File: src/rtl/memory_cycle.sv
// memory_cycle: memory pipeline stage of the 18-bit processor.
//   Takes the E/M register outputs and runs loads and stores against an
//   external data memory over a req/ready handshake. Holds the M/W register
//   and drives the write-back signals, including the forwarded ResultW.
//   While an access is outstanding it asserts StallM to freeze upstream.
//
// Optional build macro: MEM_TIMEOUT_EN. When defined, an access that stays
//   in WAIT for TIMEOUT cycles without mem_ready is aborted and the sticky
//   mem_err flag is set. When undefined, WAIT lasts until mem_ready and
//   mem_err is tied to 0.
//
// Ports:
//   clk, rst                 clock (rising edge), synchronous active-low reset
//   RegWriteM, MemWriteM,
//   ResultSrcM, RD_M,
//   PCPlus4M, WriteDataM,
//   ALU_ResultM, RGB_M       E/M register outputs (ALU_ResultM is the address)
//   mem_req, mem_we,
//   mem_addr, mem_wdata      request side of the memory handshake
//   mem_rdata, mem_ready     response side (rdata valid when ready)
//   StallM                   freezes PC, F/D, D/E and E/M registers
//   RegWriteW, ResultSrcW,
//   RD_W, ReadDataW,
//   ALU_ResultW, PCPlus4W,
//   RGB_W                    M/W register outputs
//   ResultW                  ResultSrcW ? ReadDataW : ALU_ResultW
//   mem_err                  sticky timeout flag
module memory_cycle #(
  parameter int DATA_W  = 18,
  parameter int TIMEOUT = 15
) (
  input  logic              clk,
  input  logic              rst,
  input  logic              RegWriteM,
  input  logic              MemWriteM,
  input  logic              ResultSrcM,
  input  logic [4:0]        RD_M,
  input  logic [DATA_W-1:0] PCPlus4M,
  input  logic [DATA_W-1:0] WriteDataM,
  input  logic [DATA_W-1:0] ALU_ResultM,
  input  logic [1:0]        RGB_M,
  output logic              mem_req,
  output logic              mem_we,
  output logic [DATA_W-1:0] mem_addr,
  output logic [DATA_W-1:0] mem_wdata,
  input  logic [DATA_W-1:0] mem_rdata,
  input  logic              mem_ready,
  output logic              StallM,
  output logic              RegWriteW,
  output logic              ResultSrcW,
  output logic [4:0]        RD_W,
  output logic [DATA_W-1:0] ReadDataW,
  output logic [DATA_W-1:0] ALU_ResultW,
  output logic [DATA_W-1:0] PCPlus4W,
  output logic [1:0]        RGB_W,
  output logic [DATA_W-1:0] ResultW,
  output logic              mem_err
);

  typedef enum logic {S_IDLE, S_WAIT} state_t;

  typedef struct packed {
    logic              reg_write;
    logic              result_src;
    logic [4:0]        rd;
    logic [DATA_W-1:0] read_data;
    logic [DATA_W-1:0] alu_result;
    logic [DATA_W-1:0] pc_plus4;
    logic [1:0]        rgb;
  } mw_t;

  state_t state_q, state_d;
  mw_t    mw_q, mw_d;
  logic   access, req, stall, done, abort;

  assign access = MemWriteM | ResultSrcM;

`ifdef MEM_TIMEOUT_EN
  localparam int CW = $clog2(TIMEOUT + 1);
  localparam logic [CW-1:0] CNT_LAST = CW'(TIMEOUT - 1);

  logic [CW-1:0] wait_cnt;
  logic          err_q;

  // wait_cnt holds the number of WAIT cycles already spent, so the abort
  // fires in the TIMEOUT-th WAIT cycle unless ready arrives in it.
  assign abort = (state_q == S_WAIT) & ~mem_ready & (wait_cnt == CNT_LAST);

  always_ff @(posedge clk) begin
    if (!rst) begin
      wait_cnt <= '0;
      err_q    <= 1'b0;
    end else begin
      if ((state_q == S_WAIT) && stall) wait_cnt <= wait_cnt + 1'b1;
      else                              wait_cnt <= '0;
      if (abort) err_q <= 1'b1;
    end
  end

  assign mem_err = err_q;
`else
  assign abort   = 1'b0;
  assign mem_err = 1'b0;
`endif

  // Reset overrides the request combinationally so an in-flight access is
  // dropped; in WAIT the request is held even though access is stable anyway.
  assign req   = rst & (access | (state_q == S_WAIT)) & ~abort;
  assign stall = req & ~mem_ready;
  assign done  = req & mem_ready;

  assign mem_req   = req;
  assign mem_we    = req & MemWriteM;
  assign mem_addr  = ALU_ResultM;
  assign mem_wdata = WriteDataM;
  assign StallM    = stall;

  always_comb begin
    state_d = stall ? S_WAIT : S_IDLE;

    mw_d.reg_write  = RegWriteM;
    mw_d.result_src = ResultSrcM;
    mw_d.rd         = RD_M;
    // Read data only lands for a pure load; a combined load+store is a store.
    mw_d.read_data  = (done && ResultSrcM && !MemWriteM) ? mem_rdata : '0;
    mw_d.alu_result = ALU_ResultM;
    mw_d.pc_plus4   = PCPlus4M;
    mw_d.rgb        = RGB_M;

    if (stall) begin
      mw_d = '0;
    end else if (abort) begin
      mw_d.reg_write = 1'b0;
      mw_d.read_data = '0;
    end
  end

  always_ff @(posedge clk) begin
    if (!rst) begin
      state_q <= S_IDLE;
      mw_q    <= '0;
    end else begin
      state_q <= state_d;
      mw_q    <= mw_d;
    end
  end

  assign RegWriteW   = mw_q.reg_write;
  assign ResultSrcW  = mw_q.result_src;
  assign RD_W        = mw_q.rd;
  assign ReadDataW   = mw_q.read_data;
  assign ALU_ResultW = mw_q.alu_result;
  assign PCPlus4W    = mw_q.pc_plus4;
  assign RGB_W       = mw_q.rgb;
  assign ResultW     = mw_q.result_src ? mw_q.read_data : mw_q.alu_result;

endmodule

File: config.mk
export PLATFORM = sky130hd
export DESIGN_NAME = memory_cycle
export DESIGN_NICKNAME = d
export VERILOG_FILES = /design/src/rtl/memory_cycle.sv
export SDC_FILE = /design/constraint.sdc
export NUM_CORES = 1
export LEC_CHECK = 0
export CORE_MARGIN = 1.5
export CORE_UTILIZATION = 30
export CTS_BUF_LIST = sky130_fd_sc_hd__clkbuf_2
export DETAILED_ROUTE_END_ITERATION = 10
export PLACE_DENSITY_LB_ADDON = 0.12
export SLEW_MARGIN = 20
export SYNTH_ARGS = -nofsm -noshare
export SYNTH_HDL_FRONTEND = slang
export SYNTH_SLANG_ARGS = --single-unit
File: constraint.sdc
create_clock -name clk -period 1.64 [get_ports clk]
set_input_delay 0.328 -clock clk [delete_from_list [all_inputs] [get_ports clk]]
set_output_delay 0.328 -clock clk [all_outputs]
set_load 0.05 [all_outputs]
Word-level counts from Yosys, hierarchy flattened
Index checks and enable logic that the tools add are counted.
{"block": "totals", "regBits": 64, "in_bits": 85, "output_inout_bits": 121}
{"block": "classes", "muxes": 2, "bitwise_logic": 9, "reduce_logical": 5}
{"cell": "18-bit two-way mux", "count": 1}
{"cell": "1-bit AND", "count": 4}
{"cell": "1-bit NOT", "count": 3}
{"cell": "3-bit OR reduction", "count": 1}
{"cell": "1-bit logical AND", "count": 2}
{"cell": "1-bit bitwise OR", "count": 2}
{"cell": "2-bit OR reduction", "count": 1}
{"cell": "1-bit logical NOT", "count": 1}
{"cell": "1-bit two-way mux", "count": 1}

Longest topological paths before layout
{"block": "logic_depth", "ltp_word": 8, "depth_mapped": 4, "depth_no_buf": 2}

Least setup slack after synthesis
No wires, ideal clock.
{"block": "synth_path", "path_type": "reg-to-output", "startpoint": "reg mw_q (netlist bit ResultSrcW)", "endpoint": "out ResultW[10]", "t_arrival_ns": 1.597, "required_ns": 1.312, "path_slack_ns": -0.285, "path_stages_with_launch": 4, "n_path_buf": 2, "cell_sequence": "dfxtp_1 buf_2 buf_2 mux2_2"}
{"block": "synth_via", "elab_chain_len": 1}
{"element": "start, declared", "line_no": "73", "text": "mw_t mw_q, mw_d;"}
{"element": "start signal, assigned", "line_no": "144", "text": "mw_q <= mw_d;"}
{"element": "18-bit two-way mux", "line_no": "155", "text": "assign ResultW = mw_q.result_src ? mw_q.read_data : mw_q.alu_result;"}
{"element": "end, declared", "line_no": "56", "text": "output logic [DATA_W-1:0] ResultW,"}
Every way passes these cells.

Worst setup path after layout
{"block": "layout_path", "startpoint": "reg mw_q (netlist bit ResultSrcW)", "endpoint": "out ResultW[12]"}
Same word-level chain as after synthesis.

==> results by group <==
Clocking
  • Later-pin clock latency in the skew report: 0.46 ns
  • H-tree depth: 3
  • Inserted Clock Buffers: 9
  • CTS tree: done
  • CTS sink cnt: 64
  • Clock Path Buffers: 2
  • Root buffer cell: clkbuf_2
  • Worst-path clk slew: roughly 0.19 ns
  • Hold-fix buffers, CTS: 0

Global route
  • Tot GR Track Use: 0.1556
  • Total gr overflow: 0
  • Vias in the first global route: 2073
  • First-pass GRT wire length: approximately 10 mm
  • Pin count of the biggest net entering global routing: 46
  • Initial antenna violation count: 0

Placement
  • Placer Congestion: ~0.69
  • Detailed placement HPWL: approximately 5 mm
  • Buffers on Ports: about 170
  • Area after DPL: between 0.004 and 0.005 mm²

Route
  • Drt wl/cell: approximately 14 µm
  • Vias: 2121
  • Post-Route WL: 7.228 mm
  • Routed Antenna Nets: 0
  • DRC: 0
  • Via-to-Cell Ratio: between 4 and 5
  • DR iter-0 viols: between 40 and 50
  • DR pass1 iterations: 4

Critical path
  • Worst Path Max Fanout: 9
  • Critical path's slowest cell: dfxtp_4
  • WP data required: 1.31 ns
  • Worst setup path category: register to output port
  • Crit start category: register
  • Max incr delay on CP: approximately 0.43 ns
  • Crit path cell chain: clkbuf_16 -> mux2_4 -> buf_12
  • Buf/Inv on CP: 2
  • Worst Setup End Kind: output port
  • Crit path max-delay family: flip-flops
  • Critical Path AT: about 1.5 ns

Logic synthesis
  • Yosys warns: 0
  • Top cells by area, synth: dfxtp_1, buf_4, a21oi_2
  • Syn Area/Cell: between 10 and 15 µm²
  • Sequential area share after synthesis: 0.5044
  • Top cell type's share of synthesized area: 0.5044
  • Number of synthesized register bits: between 60 and 70
  • Yosys top cell by area: dfxtp_1
  • Syn Nets: approximately 340
  • Mapped Cells: between 200 and 300
  • Unique masters post-synth: 15
  • Post-Syn Area: between 0.002 and 0.003 mm²

Power and ir drop
  • Max VDD drop: a little over 0.4 mV
  • Pwr Density: 846.7 mW/mm²
  • Leakage: between 2 and 2.5 nW

STA
  • Final min period: roughly 1.9 ns
  • Fin. Hold Viols: 0
  • Fin worst setup slack: -0.2148 ns
  • Fmax achieved: ~0.54 GHz
  • Final setup violation count: 21
  • Final worst path period share: 1.131
  • Count of pins over their slew limit: 0
  • RSZ-0062 raised after global routing: yes
  • Hold slack: roughly 0.33 ns
  • Skew final: ~0.015 ns

Layout
  • Layout cells sized above 1: 0.4695
  • Post-route cell area: 0.004536 mm²
  • Area grow syn2layout: 78.57%
  • Antenna cells: 0
  • Post-layout nets: 474
  • FILL cells: between 700 and 800
  • Post-layout util: 0.5520

Floorplan
  • # rows: 33
  • Initial Util: 0.3091
  • Die Area: about 0.009 mm²
  • Die X: between 90 and 100 µm
  • Die height: 95.02 µm
  • I/O pin count: approximately 210
  • Placeable Area: between 0.008 and 0.009 mm²

Hold path
  • HP Class: input port to register

Job
  • Max-cap viol count: 0

Status
  • Failing checks: negative setup slack
  • Status: finished with violations
[synth_stat cells]
library cell,number
and2_1,20
mux2_2,18
clkbuf_1,6
buf_4,37
buf_6,4
a21oi_1,14
nand2_1,44
buf_2,8
a21oi_2,30
and4b_1,1
inv_2,1
and3_1,3
dfxtp_1,64
or3_4,1
conb_1,1
[logic make-up after synthesis]
group                  Yosys count  share of synthesized area
AND/OR/NAND/NOR                 69                     0.1301
flip-flops                      64                     0.5044
buffers and inverters           56                     0.1532
AO/OA/AOI/OAI                   44                     0.1310
multiplexers                    18                    0.07980
other                            1                   0.001476
[tightest hold or removal path, stage by stage]
cell	delay, ns
buf_2	0.13
buf_4	0.20
nand2_1	0.09
a21oi_2	0.03
[power by group]
group | internal [mW] | switching [mW] | leakage (nW)
clock | 0.519 | 0.548 | 0.0836
combinational | 0.497 | 0.629 | 1.40
sequential | 1.62 | 0.0280 | 0.526
[metrics by stage]
step	std cells	TNS [ns]	total power [mW]	setup WS (ns)
3_5_place_dp	478	-1.166	2.774	-0.2153
5_1_grt	499	-6.035	4.014	-0.3101
4_1_cts	496	-5.168	3.865	-0.2846
3_3_place_gp	478	-0.8575	2.768	-0.2106
2_1_floorplan	252	0	2.421	0.02163
6_report	499	-3.955	3.840	-0.2148
[area by class of cell]
class	count	area, µm²	share of cell area
Sequential cell	64	1286	0.2836
Clock inverter	4	68.82	0.01517
Inverter	1	3.754	0.0008276
Tap cell	105	131.4	0.02897
Clock buffer	12	60.06	0.01324
Multi-Input combinational cell	132	940.9	0.2074
Timing Repair Buffer	181	2044	0.4508
[routing by layer]
layer,vias up,routed length (µm),GRT usage
li1,1047,-,-
met1,943,3048,0.1834
met2,121,3288,0.2399
met3,10,782,0.07097
met4,0,108,0.07338
met5,-,0,0
[state kept, by name (all words and copies together) (netlist names)]
signal       count
ReadDataW       18
RD_W             5
RegWriteW        1
PCPlus4W        18
ResultSrcW       1
RGB_W            2
ALU_ResultW     18
state_q          1
[repair_timing]
item | in CTS | in global routing
setup buffers | 2 | 1
endpoints found under the setup margin | 20 | 21
resized for setup | 12 | 13
gates cloned | 0 | 2
pin swaps | 2 | 0
[layout by cell type, fill, tap and decap left out, types with 2 or more instances in the layout]
| cell type | synthesis | final |
|---|---|---|
| clkbuf_2 | 0 | 12 |
| buf_12 | 0 | 35 |
| buf_4 | 37 | 70 |
| a21oi_2 | 30 | 30 |
| bufinv_16 | 0 | 2 |
| and3_1 | 3 | 2 |
| mux2_4 | 0 | 17 |
| buf_6 | 4 | 2 |
| clkdlybuf4s50_1 | 0 | 65 |
| nand2_1 | 44 | 44 |
| dfxtp_1 | 64 | 62 |
| buf_8 | 0 | 6 |
| and2_1 | 20 | 19 |
| clkbuf_16 | 0 | 2 |
| a21oi_1 | 14 | 14 |
[worst paths after layout]
| path | cells after the start | startpoint | endpoint | slack [ns] |
|---|---|---|---|---|
| worst max register to register | 4 | state_q | state_q | 0.29 |
| worst max-delay path | 3 | ResultSrcW | ResultW[12] | -0.21 |
| worst min register to register | 4 | state_q | ALU_ResultW[4] | 0.97 |
| worst min-delay path | 4 | rst | PCPlus4W[15] | 0.33 |
Note: power is estimated with default switching activity, not from simulation.
==> edit 1 (config.mk and constraints unchanged) <==
The parameter `DATA_W` goes from 18 to 14.
--- a/src/rtl/memory_cycle.sv
+++ b/src/rtl/memory_cycle.sv
@@ -27,5 +27,5 @@
 //   mem_err                  sticky timeout flag
 module memory_cycle #(
-  parameter int DATA_W  = 18,
+  parameter int DATA_W  = 14,
   parameter int TIMEOUT = 15
 ) (
Ports: changed (10 resized); port bits go from 206 to 166. The function was not compared with the original's and may differ.
==> edit 1 against the unedited design <==
Largest power group unchanged; design area is 23% lower; routed wire length is 27% lower; synthesized area decreased by 22%; power shrank 29%; setup slack improved by 0.035 ns; synthesized cell count down 19%; combinational power decreased by 22%; sequential cell count decreased by 12; clock power is 54% lower; the flow still finishes with violations (negative setup slack).
==> edit 1: results (changes against the unedited design) <==
clock_cell_area_share_pct: 1.11  # -1.7 points
clock_latency_ns: 0.41  # -0.05 ns
synth_cell_type_count: 16  # +1
vias_per_cell: 4.43  # +4.2%
final_net_count: 385  # -19%
post_dp_cell_area_mm2: 0.00324  # -24%
setup_viol: 16  # -24%
htreeDepth: 2  # -1
crit_fanout: 3  # -6
fp.dieArea_mm2: 0.00713  # -21%
cts_resized: 28  # +16
reg2regPathDepth: 4  # unchanged
status: "finished, violations left"
grt_pass1_wl_mm: 8.38  # -20%
layout_setup_ws_ns: -0.180  # +0.0352 ns
setup_tns_ns: -2.20  # +1.75 ns
wl_per_cell_um: 13.4  # -7.3%
whs_ns: 0.349  # +0.0198 ns
violations: "negative setup slack"
cp.arrival_ns: 1.49  # -0.04 ns
post-place-ws_ns: -0.231  # -0.0162 ns
layout.nonclk_buf_share_pct: 45.8  # +0.69 points
n_fill_cell: 588  # -20%
avgSynthCellArea_um2: 9.76  # -3.2%
cts_buffers: 5  # -4
gp_congestion: 0.748  # +8.6%
numClockSinks: 52  # -19%
grt_max_degree: 38  # -17%
synth_nets: 273  # -19%
cp_top_family: "simple AND/OR/NAND/NOR gates"
ys_seq_area_share_pct: 52.3  # +1.9 points
p_leak_nw: 1.59  # -21%
synth_top_cells_by_area: "dfxtp_1, buf_4, mux2_2, nand2_1, a21oi_1"
reg2reg_slack_ns: 0.32  # +0.03 ns
portBuffers: 136  # -19%
drive_gt1_share_pct: 40.7  # -6.3 points
track_usage_pct: 14.8  # -0.79 points
hold_path_end: "RD_W[0]$_SDFF_PP0_"
num-clock-buffers: 7  # -5
placed_cells: 382  # -20%
synth_top_cells_by_count: "dfxtp_1, nand2_1, buf_4"
critPathSlowestCell: "clkdlybuf4s50_1"
postCtsSetupBuffers: 4  # +2
first_iter_violations: 39  # -4.9%
finalInstanceArea_mm2: 0.00350  # -23%
vias: 1745  # -18%
skew_ns: 0.0184  # +0.00340 ns
-- edit 1: cell types whose count changed in the layout (fill, tap and decap cells not counted), moves of 3 or more --
| cell | delta |
|---|---|
| buf_12 | -16 |
| a21oi_2 | -20 |
| clkbuf_2 | -5 |
| buf_4 | -11 |
| dfxtp_1 | -11 |
| clkdlybuf4s50_1 | -13 |
| a21oi_1 | +12 |
| nand2_1 | -8 |
| and2_1 | -4 |
| mux2_4 | -3 |
| buf_8 | +9 |
-- edit 1: worst max path at each step --
| stage | from | to | slack, ns | cells past startpoint |
|---|---|---|---|---|
| 3_5_place_dp | ResultSrcM | StallM | -0.23 | 4 |
| 3_3_place_gp | ResultSrcM | StallM | -0.21 | 4 |
| 2_1_floorplan | ResultSrcW$_SDFF_PP0_ | ResultW[10] | 0.05 | 2 |
| 4_1_cts | ResultSrcW$_SDFF_PP0_ | ResultW[5] | -0.20 | 3 |
| 5_1_grt | ResultSrcW$_SDFF_PP0_ | ResultW[12] | -0.24 | 3 |
| 6_report | MemWriteM | StallM | -0.18 | 4 |
-- edit 1: routing by layer --
metal,up-vias,GRT usage (%),share of wire [%]
met5,-,0,0
met4,0,4.55,0.98
met3,8,6.69,11
met2,93,25.3,49
met1,796,16.5,38
li1,848,-,-
-- edit 1: where the power goes --
| group | leakage (nW) | switching (W) | internal [W] |
|---|---|---|---|
| Clock | 0.0306 | 0.000378 | 0.000114 |
| Sequential | 0.427 | 0.0000205 | 0.00132 |
| Combinational | 1.13 | 0.000494 | 0.000387 |
-- edit 1: kinds of logic (layout without fill, tap and decap cells) --
kind of cell	after synthesis	in the layout	synth area share, %
AND/OR/NAND/NOR	57	57	13.8
AO/OA/AOI/OAI	36	36	10.9
flip-flops	52	52	52.3
other	1	1	0.188
buffers and inverters	44	157	14.8
multiplexers	14	14	7.92
==> edit 2 (same flow settings) <==
Made on the original files. Put a register stage on the output `RGB_W`, without a reset. The value now appears one clock later. The other outputs are not delayed to match.
--- a/src/rtl/memory_cycle.sv
+++ b/src/rtl/memory_cycle.sv
@@ -152,5 +152,7 @@
   assign ALU_ResultW = mw_q.alu_result;
   assign PCPlus4W    = mw_q.pc_plus4;
-  assign RGB_W       = mw_q.rgb;
+  always_ff @(posedge clk) begin
+    RGB_W <= mw_q.rgb;
+  end
   assign ResultW     = mw_q.result_src ? mw_q.read_data : mw_q.alu_result;
 
Function: changed (a bounded check fails within 4 cycles, from zero or initial values and one cycle with rst low).
==> edit 2 against the unedited design <==
The flow still finishes with violations (negative setup slack); design area increased by 0.44%; setup slack got worse by 0.027 ns; sequential power increased by 3%; power increased by 4.9%; sequential cell count increased by 2; routed wire length decreased by 0.11%; non-clock buffer count decreased by 2; die area increased by 18%; worst hold slack got worse by 0.22 ns; synthesized area increased by 19%; via count decreased by 0.42%; largest cell class unchanged; largest power group unchanged.
==> edit 2: results (changes against the unedited design) <==
status: "finished, violations left"
violations: "negative setup slack"
final_cells: 526  # +5.4%
grt_pass1_wl_mm: 10.8  # +2.7%
layout_setup_ws_ns: -0.242  # -0.0267 ns
place_hpwl_mm: 5.21  # +3.8%
placed_cells: 509  # +6.5%
timing.rr.start: "state_q$_SDFF_PN0_"
p_leak_nw: 1.99  # -0.86%
vias_per_cell: 4.02  # -5.5%
portBuffers: 168  # unchanged
drive_gt1_share_pct: 46.3  # -0.64 points
gp_congestion: 0.656  # -4.8%
setup_viol: 21  # unchanged
root_buffer: "clkbuf_2"
skew_ns: 0.0230  # +0.00803 ns
critical_path.endpoint: "ResultW[5]"
reg2reg_slack_ns: 0.40  # +0.11 ns
async_reset_ff_share_pct: 0  # unchanged
first_global_vias: 2096  # +1.1%
synth_nets: 398  # +18%
cts_buffers: 9  # unchanged
synth_top_cells_by_area: "dfxtp_1, buf_4, a21oi_2, mux2_2, nand2_1"
htreeDepth: 3  # unchanged
grt_max_degree: 46  # unchanged
min_path_type: "input pin to register"
first_iter_violations: 29  # -29%
crit_fanout: 10  # +1
track_usage_pct: 13.6  # -2.0 points
ir_drop_uv: 442  # +9.9%
ys_seq_area_share_pct: 43.7  # -6.7 points
post_dp_cell_area_mm2: 0.00433  # +1.9%
wl_per_cell_um: 13.7  # -5.2%
synth_top_cells_by_count: "buf_4, dfxtp_1, nand2_1"
avgSynthCellArea_um2: 9.66  # -4.2%
-- edit 2: cell types whose count changed after synthesis --
cell     delta
buf_4      +59
dfxtp_1     +2
-- edit 2: per-stage QoR --
step	power [W]	hold slack (ns)	TNS, ns
after global placement	0.00283	0.311	-1.92
after global routing	0.00423	0.00125	-7.41
after CTS	0.00410	0.0346	-6.14
final	0.00403	0.105	-4.49
after detailed placement	0.00283	0.313	-2.48
after floorplan	0.00255	0.310	0
-- edit 2: worst register-to-register path, cell delays in order (launching register included) --
cell and delay (ns):
dfxtp_2 0.36, or3_4 0.35, buf_4 0.24, and3_1 0.22
-- edit 2: layout make-up --
class	count	area, um^2
fill	940	5220
inverter	1	3.75
sequential	66	1330
clock buffer	9	45.0
clock inverter	6	106
timing repair buffer	179	1990
tap	133	166
multi-input combinational	132	915
-- edit 2: per-layer routing --
layer  global-route usage, %  up-vias  wire, um
li1                        -     1053         -
met1                    16.2      937      3120
met2                    21.0      112      3290
met3                    7.53       10       717
met4                    3.95        0        94
met5                       0        -         0
-- edit 2: cell families (layout without fill, tap and decap cells) --
group / count (synthesis) / after routing / share of synthesized area [%]
AO/OA/AOI/OAI: 44 / 44 / 11.0
buffers and inverters: 115 / 195 / 27.5
flip-flops: 66 / 66 / 43.7
multiplexers: 18 / 18 / 6.71
other: 1 / 1 / 0.124
AND/OR/NAND/NOR: 69 / 69 / 10.9
-- edit 2: worst min-delay path by stage --
stage                                         end  slack [ns]  cells past startpoint
after detailed placement         RGB_W[1]$_DFF_P_        0.31                      0
after CTS                 PCPlus4W[17]$_SDFF_PP0_        0.03                      3
after floorplan                  RGB_W[0]$_DFF_P_        0.31                      0
after global routing      PCPlus4W[17]$_SDFF_PP0_       0.001                      3
final                     PCPlus4W[17]$_SDFF_PP0_        0.10                      3
after global placement           RGB_W[1]$_DFF_P_        0.31                      0
-- edit 2: timing repair --
action / in CTS / in global routing
pin swaps: 2 / 0
gates cloned: 0 / 1
resized for setup: 11 / 2
setup buffers: 1 / 0
hold buffers: 0 / 0
setup endpoints to repair: 20 / 21
-- edit 2: power by group --
part | total [W] | leakage [nW] | internal, W | switching [W]
registers | 0.00170 | 0.542 | 0.00167 | 0.0000268
logic | 0.00111 | 1.36 | 0.000481 | 0.000626
clock network | 0.00122 | 0.0854 | 0.000642 | 0.000580
total | 0.00403 | 1.99 | 0.00279 | 0.00123
